`src/rtl/life_pkg.sv`:
```
// Shared definitions for the life-logic datapath: scheduler state encoding,
// the default speed-input width (also used by the logic engine) and the
// generation-period helper.
package life_pkg;

    // Default width of the speed input; max period is 2**LIFE_LOG_MAX_SPEED frames.
    localparam int LIFE_LOG_MAX_SPEED = 3;

    typedef enum logic [1:0] {
        IDLE      = 2'd0,
        RUN       = 2'd1,
        SWAP_WAIT = 2'd2
    } sched_state_t;

    // Frames per generation: 2**log_max - speed. Speed 0 is the slowest setting,
    // and because speed < 2**log_max the result is never zero.
    function automatic int unsigned frames_per_gen(
        input int unsigned speed,
        input int unsigned log_max = LIFE_LOG_MAX_SPEED
    );
        return (32'd1 << log_max) - speed;
    endfunction

endpackage

```
`src/rtl/gen_rate_div.sv`:
```
// Frame-rate divider: counts enabled vsync pulses and flags launch eligibility.
// Latency: eligible_o is combinational from vsync_i; counter updates next edge.
// Backpressure: none; enable_i low freezes the count, clear_i has priority.
//
// Ports:
//   clk_i, rst_n_i  clock and async active-low reset
//   vsync_i         one-cycle frame pulse
//   enable_i        count vsync only when high
//   clear_i         zero the frame counter (launch)
//   speed_i         speed setting, 0 = slowest
//   eligible_o      this vsync reaches or passes the generation period
module gen_rate_div
    import life_pkg::*;
#(
    parameter int LOG_MAX_SPEED = LIFE_LOG_MAX_SPEED
) (
    input  logic                     clk_i,
    input  logic                     rst_n_i,
    input  logic                     vsync_i,
    input  logic                     enable_i,
    input  logic                     clear_i,
    input  logic [LOG_MAX_SPEED-1:0] speed_i,
    output logic                     eligible_o
);

    logic [LOG_MAX_SPEED:0] cnt_q;
    logic [LOG_MAX_SPEED:0] cnt_d;
    logic [LOG_MAX_SPEED:0] cnt_inc;
    logic [31:0]            period;
    logic [31:0]            cnt_inc_ext;

    assign cnt_inc     = cnt_q + {{LOG_MAX_SPEED{1'b0}}, 1'b1};
    assign period      = frames_per_gen(32'(speed_i), LOG_MAX_SPEED);
    assign cnt_inc_ext = 32'(cnt_inc);

    // >= rather than == so that raising the speed mid-count launches at once
    // instead of running the counter round a wrap.
    assign eligible_o = vsync_i & enable_i & (cnt_inc_ext >= period);

    always_comb begin
        cnt_d = cnt_q;
        if (clear_i) begin
            cnt_d = '0;
        end else if (vsync_i && enable_i) begin
            cnt_d = cnt_inc;
        end
    end

    always_ff @(posedge clk_i or negedge rst_n_i) begin
        if (!rst_n_i) begin
            cnt_q <= '0;
        end else begin
            cnt_q <= cnt_d;
        end
    end

endmodule

```
`src/rtl/life_gen_scheduler.sv`:
```
// Generation scheduler: divides frames to the generation rate, launches the
// engine, waits for completion and swaps the ping-pong buffer on a frame edge.
// Latency: start_out one cycle after launching vsync; swap one cycle after vsync.
// Backpressure: done_in gates the swap; pause_in holds new launches in IDLE.
//
// Ports:
//   clk_in, rst_n_in  clock and async active-low reset
//   speed_in          generation speed, 0 = slowest (2**LOG_MAX_SPEED frames)
//   vsync_in          one-cycle frame pulse
//   pause_in          level, holds generation advance
//   done_in           one-cycle engine completion pulse
//   step_in           (only with LIFE_STEP_EN) single-step launch while paused
//   start_out         one-cycle pass launch
//   buf_sel_out       displayed/read buffer; engine writes the other one
//   busy_out          pass outstanding or swap pending
//   gen_count_out     completed generations, wraps
//
// Optional feature macro: LIFE_STEP_EN adds step_in.
module life_gen_scheduler
    import life_pkg::*;
#(
    parameter int LOG_MAX_SPEED = LIFE_LOG_MAX_SPEED,
    parameter int GEN_CNT_WIDTH = 16
) (
    input  logic                     clk_in,
    input  logic                     rst_n_in,
    input  logic [LOG_MAX_SPEED-1:0] speed_in,
    input  logic                     vsync_in,
    input  logic                     pause_in,
    input  logic                     done_in,
`ifdef LIFE_STEP_EN
    input  logic                     step_in,
`endif
    output logic                     start_out,
    output logic                     buf_sel_out,
    output logic                     busy_out,
    output logic [GEN_CNT_WIDTH-1:0] gen_count_out
);

    sched_state_t             state_q;
    sched_state_t             state_d;
    logic                     start_q;
    logic                     start_d;
    logic                     buf_sel_q;
    logic                     buf_sel_d;
    logic [GEN_CNT_WIDTH-1:0] gen_cnt_q;
    logic [GEN_CNT_WIDTH-1:0] gen_cnt_d;

    logic rate_enable;
    logic eligible;
    logic step_launch;
    logic launch;

    // Frames only count while idle and unpaused; a vsync that coincides with
    // pause rising is therefore neither counted nor launching.
    assign rate_enable = (state_q == IDLE) && !pause_in;

`ifdef LIFE_STEP_EN
    assign step_launch = (state_q == IDLE) && pause_in && step_in;
`else
    assign step_launch = 1'b0;
`endif

    assign launch = eligible | step_launch;

    gen_rate_div #(
        .LOG_MAX_SPEED (LOG_MAX_SPEED)
    ) u_rate_div (
        .clk_i      (clk_in),
        .rst_n_i    (rst_n_in),
        .vsync_i    (vsync_in),
        .enable_i   (rate_enable),
        .clear_i    (launch),
        .speed_i    (speed_in),
        .eligible_o (eligible)
    );

    // State and output registers.
    always_ff @(posedge clk_in or negedge rst_n_in) begin
        if (!rst_n_in) begin
            state_q   <= IDLE;
            start_q   <= 1'b0;
            buf_sel_q <= 1'b0;
            gen_cnt_q <= '0;
        end else begin
            state_q   <= state_d;
            start_q   <= start_d;
            buf_sel_q <= buf_sel_d;
            gen_cnt_q <= gen_cnt_d;
        end
    end

    // Next-state logic. In RUN a coincident vsync is ignored, so done together
    // with vsync still waits for the following frame before swapping.
    always_comb begin
        state_d = state_q;
        case (state_q)
            IDLE:      if (launch)   state_d = RUN;
            RUN:       if (done_in)  state_d = SWAP_WAIT;
            SWAP_WAIT: if (vsync_in) state_d = IDLE;
            default:                 state_d = IDLE;
        endcase
    end

    // Output next-values.
    always_comb begin
        start_d   = 1'b0;
        buf_sel_d = buf_sel_q;
        gen_cnt_d = gen_cnt_q;
        case (state_q)
            IDLE: start_d = launch;
            SWAP_WAIT: begin
                if (vsync_in) begin
                    buf_sel_d = ~buf_sel_q;
                    gen_cnt_d = gen_cnt_q + GEN_CNT_WIDTH'(1);
                end
            end
            default: ;
        endcase
    end

    assign start_out     = start_q;
    assign buf_sel_out   = buf_sel_q;
    assign busy_out      = (state_q != IDLE);
    assign gen_count_out = gen_cnt_q;

endmodule

```
`config.mk`:
```
export PLATFORM = sky130hd
export DESIGN_NAME = life_gen_scheduler
export DESIGN_NICKNAME = d
export VERILOG_FILES = /design/src/rtl/life_pkg.sv /design/src/rtl/gen_rate_div.sv /design/src/rtl/life_gen_scheduler.sv
export SDC_FILE = /design/constraint.sdc
export NUM_CORES = 1
export LEC_CHECK = 0
export ABC_AREA = 1
export BUFFER_PORTS_ARGS = -buffer_cell sky130_fd_sc_hd__buf_2
export CORE_AREA = 2 2 79 73
export DETAILED_ROUTE_END_ITERATION = 8
export DIE_AREA = 0 0 81 75
export PLACE_DENSITY = 0.54
export SYNTH_ARGS = -nofsm -noshare
export SYNTH_HDL_FRONTEND = slang
export SYNTH_SLANG_ARGS = --single-unit
```
`constraint.sdc`:
```
create_clock -name clk_in -period 5.2 [get_ports clk_in]
set_input_delay 0.26 -clock clk_in [delete_from_list [all_inputs] [get_ports clk_in]]
set_output_delay 0.26 -clock clk_in [all_outputs]
set_load 0.01 [all_outputs]
```
# [After elaboration in Yosys (flattened, before gate mapping)]
# Index checks and enable logic that the tools add are counted.
# Widths: inputs -> output; s select.
[word_totals] regBits=24 latchBits=0 ram_bits=0 romBits=0 in_bits=8 out_inout_bits=19 wordCells=32 n_memories=0
[classes] addsub=3 n_mul=0 n_div=0 order_cmp=1 eq_ne=5 shifts=0 mux=7 n_bitwise=3 n_reduce_logical=8
[op_table] op="$ge 4x32->1" n=1
[op_table] op="$add 16x1->16 const B" n=1
[op_table] op="$mux 4" n=2
[op_table] op="$mux 2" n=3
[op_table] op="$ne 2x2->1 const B" n=3
[op_table] op="$pmux 2 s3" n=1
[op_table] op="$sub 4x3->5 const A" n=1
[op_table] op="$add 4x1->4 const B" n=1
[op_table] op="$reduce_bool 2->1" n=2
[op_table] op="$reduce_and 3->1" n=1
[op_table] op="$and 1x1->1" n=2
[op_table] op="$eq 2x1->1 const B" n=1
[op_table] op="$eq 2x2->1 const B" n=1
[op_table] op="$logic_and 1x1->1" n=2
[op_table] op="$logic_not 2->1" n=1
[op_table] op="$reduce_and 2->1" n=1
[op_table] op="$logic_not 1->1" n=1
[op_table] op="$mux 1" n=1
[op_table] op="$not 1->1" n=1

# [Longest topological paths before layout]
[depth] ltp_word=6 depth_mapped=11 ltp_nobuf=11

# [By module]
# From an unflattened synthesis, not the netlist that was laid out.
[hier_totals] cells_unflattened=159 area_unflattened_um2=1335.0
[modules_own_cells] mod="life_gen_scheduler" n_inst=1 cells_per_inst=109 area_each_um2=977.2 seq_area_each_um2=500.5
[modules_own_cells] mod="gen_rate_div" n_inst=1 cells_per_inst=50 area_each_um2=357.8 seq_area_each_um2=100.1

# [Worst setup path before layout]
# Ideal clock, no wire load.
[synth_path] path_type="reg-to-reg" start="register u_rate_div.cnt_q[0]" end="register state_q[0]" setup_ps=127 arrival_time_ps=1583 required_ps=5073 setup_slack_ps=3490 stages_incl_launch_ff=11 n_path_buf=0 synth_period_minus_slack_ps=1710 cell_sequence="dfrtp_1 ha_1 xnor2_1 inv_1 ha_1 nand2_1 inv_1 a21oi_1 inv_1 nand2_1 o21ai_0"
[synth_between] elab_chain_cells=5
[synth_rtl] element="start, declared" line="gen_rate_div.sv:26" text="logic [LOG_MAX_SPEED:0] cnt_q;"
[synth_rtl] element="start signal, assigned" line="gen_rate_div.sv:53" text="cnt_q <= cnt_d;"
[synth_rtl] element="$add 4x1->4" line="gen_rate_div.sv:32" text="assign cnt_inc = cnt_q + {{LOG_MAX_SPEED{1'b0}}, 1'b1};"
[synth_rtl] element="$ge 4x32->1" line="gen_rate_div.sv:38" text="assign eligible_o = vsync_i & enable_i & (cnt_inc_ext >= period);"
[synth_rtl] element="$and 1x1->1" line="gen_rate_div.sv:38"
[synth_rtl] element="$ne 2x2->1 (no line)"
[synth_rtl] element="$reduce_and 3->1 (no line)"
[synth_rtl] element="end signal, assigned" line="life_gen_scheduler.sv:86" text="state_q <= state_d;"
[synth_rtl] element="end, declared" line="life_gen_scheduler.sv:40" text="sched_state_t state_q;"
# No other way between the ends.
# A chain may end at the register's enable or synchronous reset.

# [Worst setup path in the final report]
# Same ends and word-level chain as after synthesis.

==> results_dict.tcl <==
set metrics [dict create \
    dp_hpwl_um 2220 \
    slowest_delay_ps 430 \
    dr.pass1.iters 4 \
    cp_max_fo 5 \
    synth_top_family_by_area "simple AND/OR/NAND/NOR gates" \
    core_area_mm2 0.00519 \
    cap_viol_max_count 0 \
    critical-path-top-delay-family "compound AO/OA/AOI/OAI gates" \
    die_area_mm2 0.00608 \
    hp-class "primary input to register" \
    rsz0062_at_grt "false" \
    clockBufferDepth 2 \
    synthFlopType "dfrtp_1" \
    num_rows 25 \
    relSlewSlack_pct 63.6 \
    post_synth_fa_ha_maj_area_fraction_pct 6.13 \
    period_needed_ps 1870 \
    ys_top_cells_by_area "dfrtp_1, nand2_1, inv_1" \
    grt_pass1_vias 1087 \
    synth_xor_area_share_pct 7.36 \
    maxSlewViolCount 0 \
    p_per_area_mw_per_mm2 369 \
    cts.sinks 24 \
    muxShareOfSynthArea_pct 0 \
    layout-drive-gt1-share_pct 18.1 \
    multi_input_area_um2 708 \
    worstMarginPinSlew_ps 547 \
    rrSetupSlack_ps 3330 \
    post-route-period-util_pct 35.9 \
    cts_setup_buffers 0 \
    hold_violations 0 \
    die_h_um 75 \
    root_buffer "clkbuf_8" \
    yosys.area_share.simple_pct 31.9 \
    p_leak_nw 0.931 \
    antenna_found_initial 0 \
    status "finished clean" \
    ys_seq_area_share_pct 42.0 \
    dpl.cell_count 277 \
    grt_overflow 0 \
    dpl_worst_slack_ps 3340 \
    path_clk_slew_ps 80 \
    n_antenna_cell 0 \
    post_synth.cell_area_avg_um2 7.72 \
    vias 1191 \
    seqCellArea_um2 601 \
    ys_ff_latch 24 \
    detail-route-antenna-nets 0 \
    finClkSkew_ps 3.61 \
    synth_fp_nets 200 \
    syn_area_mm2 0.00143 \
    die_x_um 81 \
    cts_buffers 3 \
    setup_viol 0 \
    area_growth_pct 18.7 \
    drcViolationCount 0 \
    clock_latency_ps 260 \
    syn-instance-count 185 \
    wire_per_inst_um 10.1 \
    grt_max_degree 25 \
    start_kind "register" \
    yosysMostFrequentCell "nand2_1" \
    ir_worst_vdd_mv 0.138 \
    endpoint_kind "register" \
    io_pins 27 \
    crit_type "register to register" \
    worst-path-buf-inv 2 \
    port_buffers 26 \
    grt_first_pass_wirelength_um 4970 \
    synth_compound_area_share_pct 4.20 \
    max_freq_mhz 536 \
    synth_common_cells "nand2_1, inv_1, dfrtp_1" \
    synth_top_area_share_pct 42.0 \
    setup_tns_ps 0 \
    synth_edf_count 0 \
    gp_congestion 0.792 \
    ys_warn_count 0 \
    grt_usage_pct 10.6 \
    final_nets 231 \
    cts_tree "yes" \
    synth_top_area_cell "dfrtp_1" \
    cpMostUsedCell "inv_1" \
    final_cells 282 \
    htreeDepth 1 \
    worstPathCellList "nand3_1 > xor2_1 > inv_1 > ha_1 > a21o_1 > a21oi_1 > inv_1 > nand2_1 > o21ai_0" \
    ys_types 24 \
    fin_ws_ps 3330 \
    crit_required_ps 5350 \
    cts_resized 0 \
    wirelength_um 2850 \
    fillers 585 \
    drtIter0Drc 96 \
    floorplan.initialDensity_pct 27.5 \
    viasPerCell 4.22 \
    critical_path_arrival_ps 2010 \
    async_flop_share_pct 100 \
    crit_slowest_cell "dfrtp_1" \
]
-- power breakdown --
group | total, mW | leakage [nW] | internal, mW | switching (mW)
logic | 0.228 | 0.585 | 0.0928 | 0.135
registers | 0.273 | 0.317 | 0.229 | 0.0437
clock network | 0.125 | 0.0288 | 0.0675 | 0.0577
total | 0.626 | 0.931 | 0.390 | 0.236
-- per-layer routing --
layer	share of wire (%)	wire, µm	up-vias	global-route usage [%]
li1	-	-	633	-
met5	0	0	-	0
met4	1.5	44	0	3.39
met3	3.8	108	5	1.68
met1	51	1470	534	15.2
met2	43	1230	19	16.3
-- placed cells by master, fill, tap and decap left out --
cell and n:
a21o_1 1, a21oi_1 2, buf_2 26, clkbuf_8 4
dfrtp_1 24, dlygate4sd3_1 1, ha_1 7, inv_1 27
inv_2 2, nand2_1 63, nand2_2 1, nand3_1 9
nand3_2 1, nand3_4 1, nand3b_1 1, nand4_1 3
nand4_2 1, nor2_1 18, nor2_2 1, nor2_4 1
nor3_4 1, o21ai_0 4, o21ai_1 3, o31ai_1 1
xnor2_1 7, xor2_1 5
-- cells by family (layout without fill, tap and decap cells) --
family	after synthesis	in the layout
buffers and inverters	30	60
and+or+nand+nor	101	101
DFF	24	24
adders and majority gates	7	7
xor gates and xnor gates	12	12
AOI/OAI and AO/OA	11	11
-- stage by stage --
stage               utilization [%]  cell area, µm²  total power, mW  hold slack [ps]
floorplan                         -            1430            0.438            -35.6
CTS                            32.7            1700            0.637              200
global placement               31.4            1630            0.504              278
detailed placement             31.4            1630            0.508              285
finish                         32.7            1700            0.626              206
global route                   32.7            1700            0.695              213
-- repair_timing --
action                                 in CTS  in global routing
endpoints found under the hold margin      24                  0
setup endpoints to repair                   0                  0
hold buffers                                1                  0
-- flip-flops by register name, indices dropped and copies added (netlist names) --
| signal | cells |
|---|---|
| buf_sel_out | 1 |
| gen_count_out | 16 |
| start_out | 1 |
| state_q | 2 |
| u_rate_div.cnt_q | 4 |
-- cell type report --
type / instances / area share [%]
clock buffers: 4 / 3.24
flip-flops and latches: 24 / 35.4
inverters: 29 / 6.42
well taps: 67 / 4.94
multi-input cells: 131 / 41.7
repair buffers: 27 / 8.26
-- final timing paths --
| check | start | to | depth (start not counted) |
|---|---|---|---|
| setup / recovery | u_rate_div.cnt_q[0]$_DFFE_PN0P_ | state_q[0]$_DFFE_PN0P_ | 9 |
| hold / removal | done_in | state_q[0]$_DFFE_PN0P_ | 2 |
| setup reg to reg | u_rate_div.cnt_q[0]$_DFFE_PN0P_ | state_q[0]$_DFFE_PN0P_ | 9 |
| hold reg to reg | buf_sel_out$_DFFE_PN0P_ | buf_sel_out$_DFFE_PN0P_ | 1 |
| max in group asynchronous | rst_n_in | u_rate_div.cnt_q[3]$_DFFE_PN0P_ | 2 |
| min in group asynchronous | rst_n_in | gen_count_out[7]$_DFFE_PN0P_ | 2 |
(Power assumes the default switching activity.)
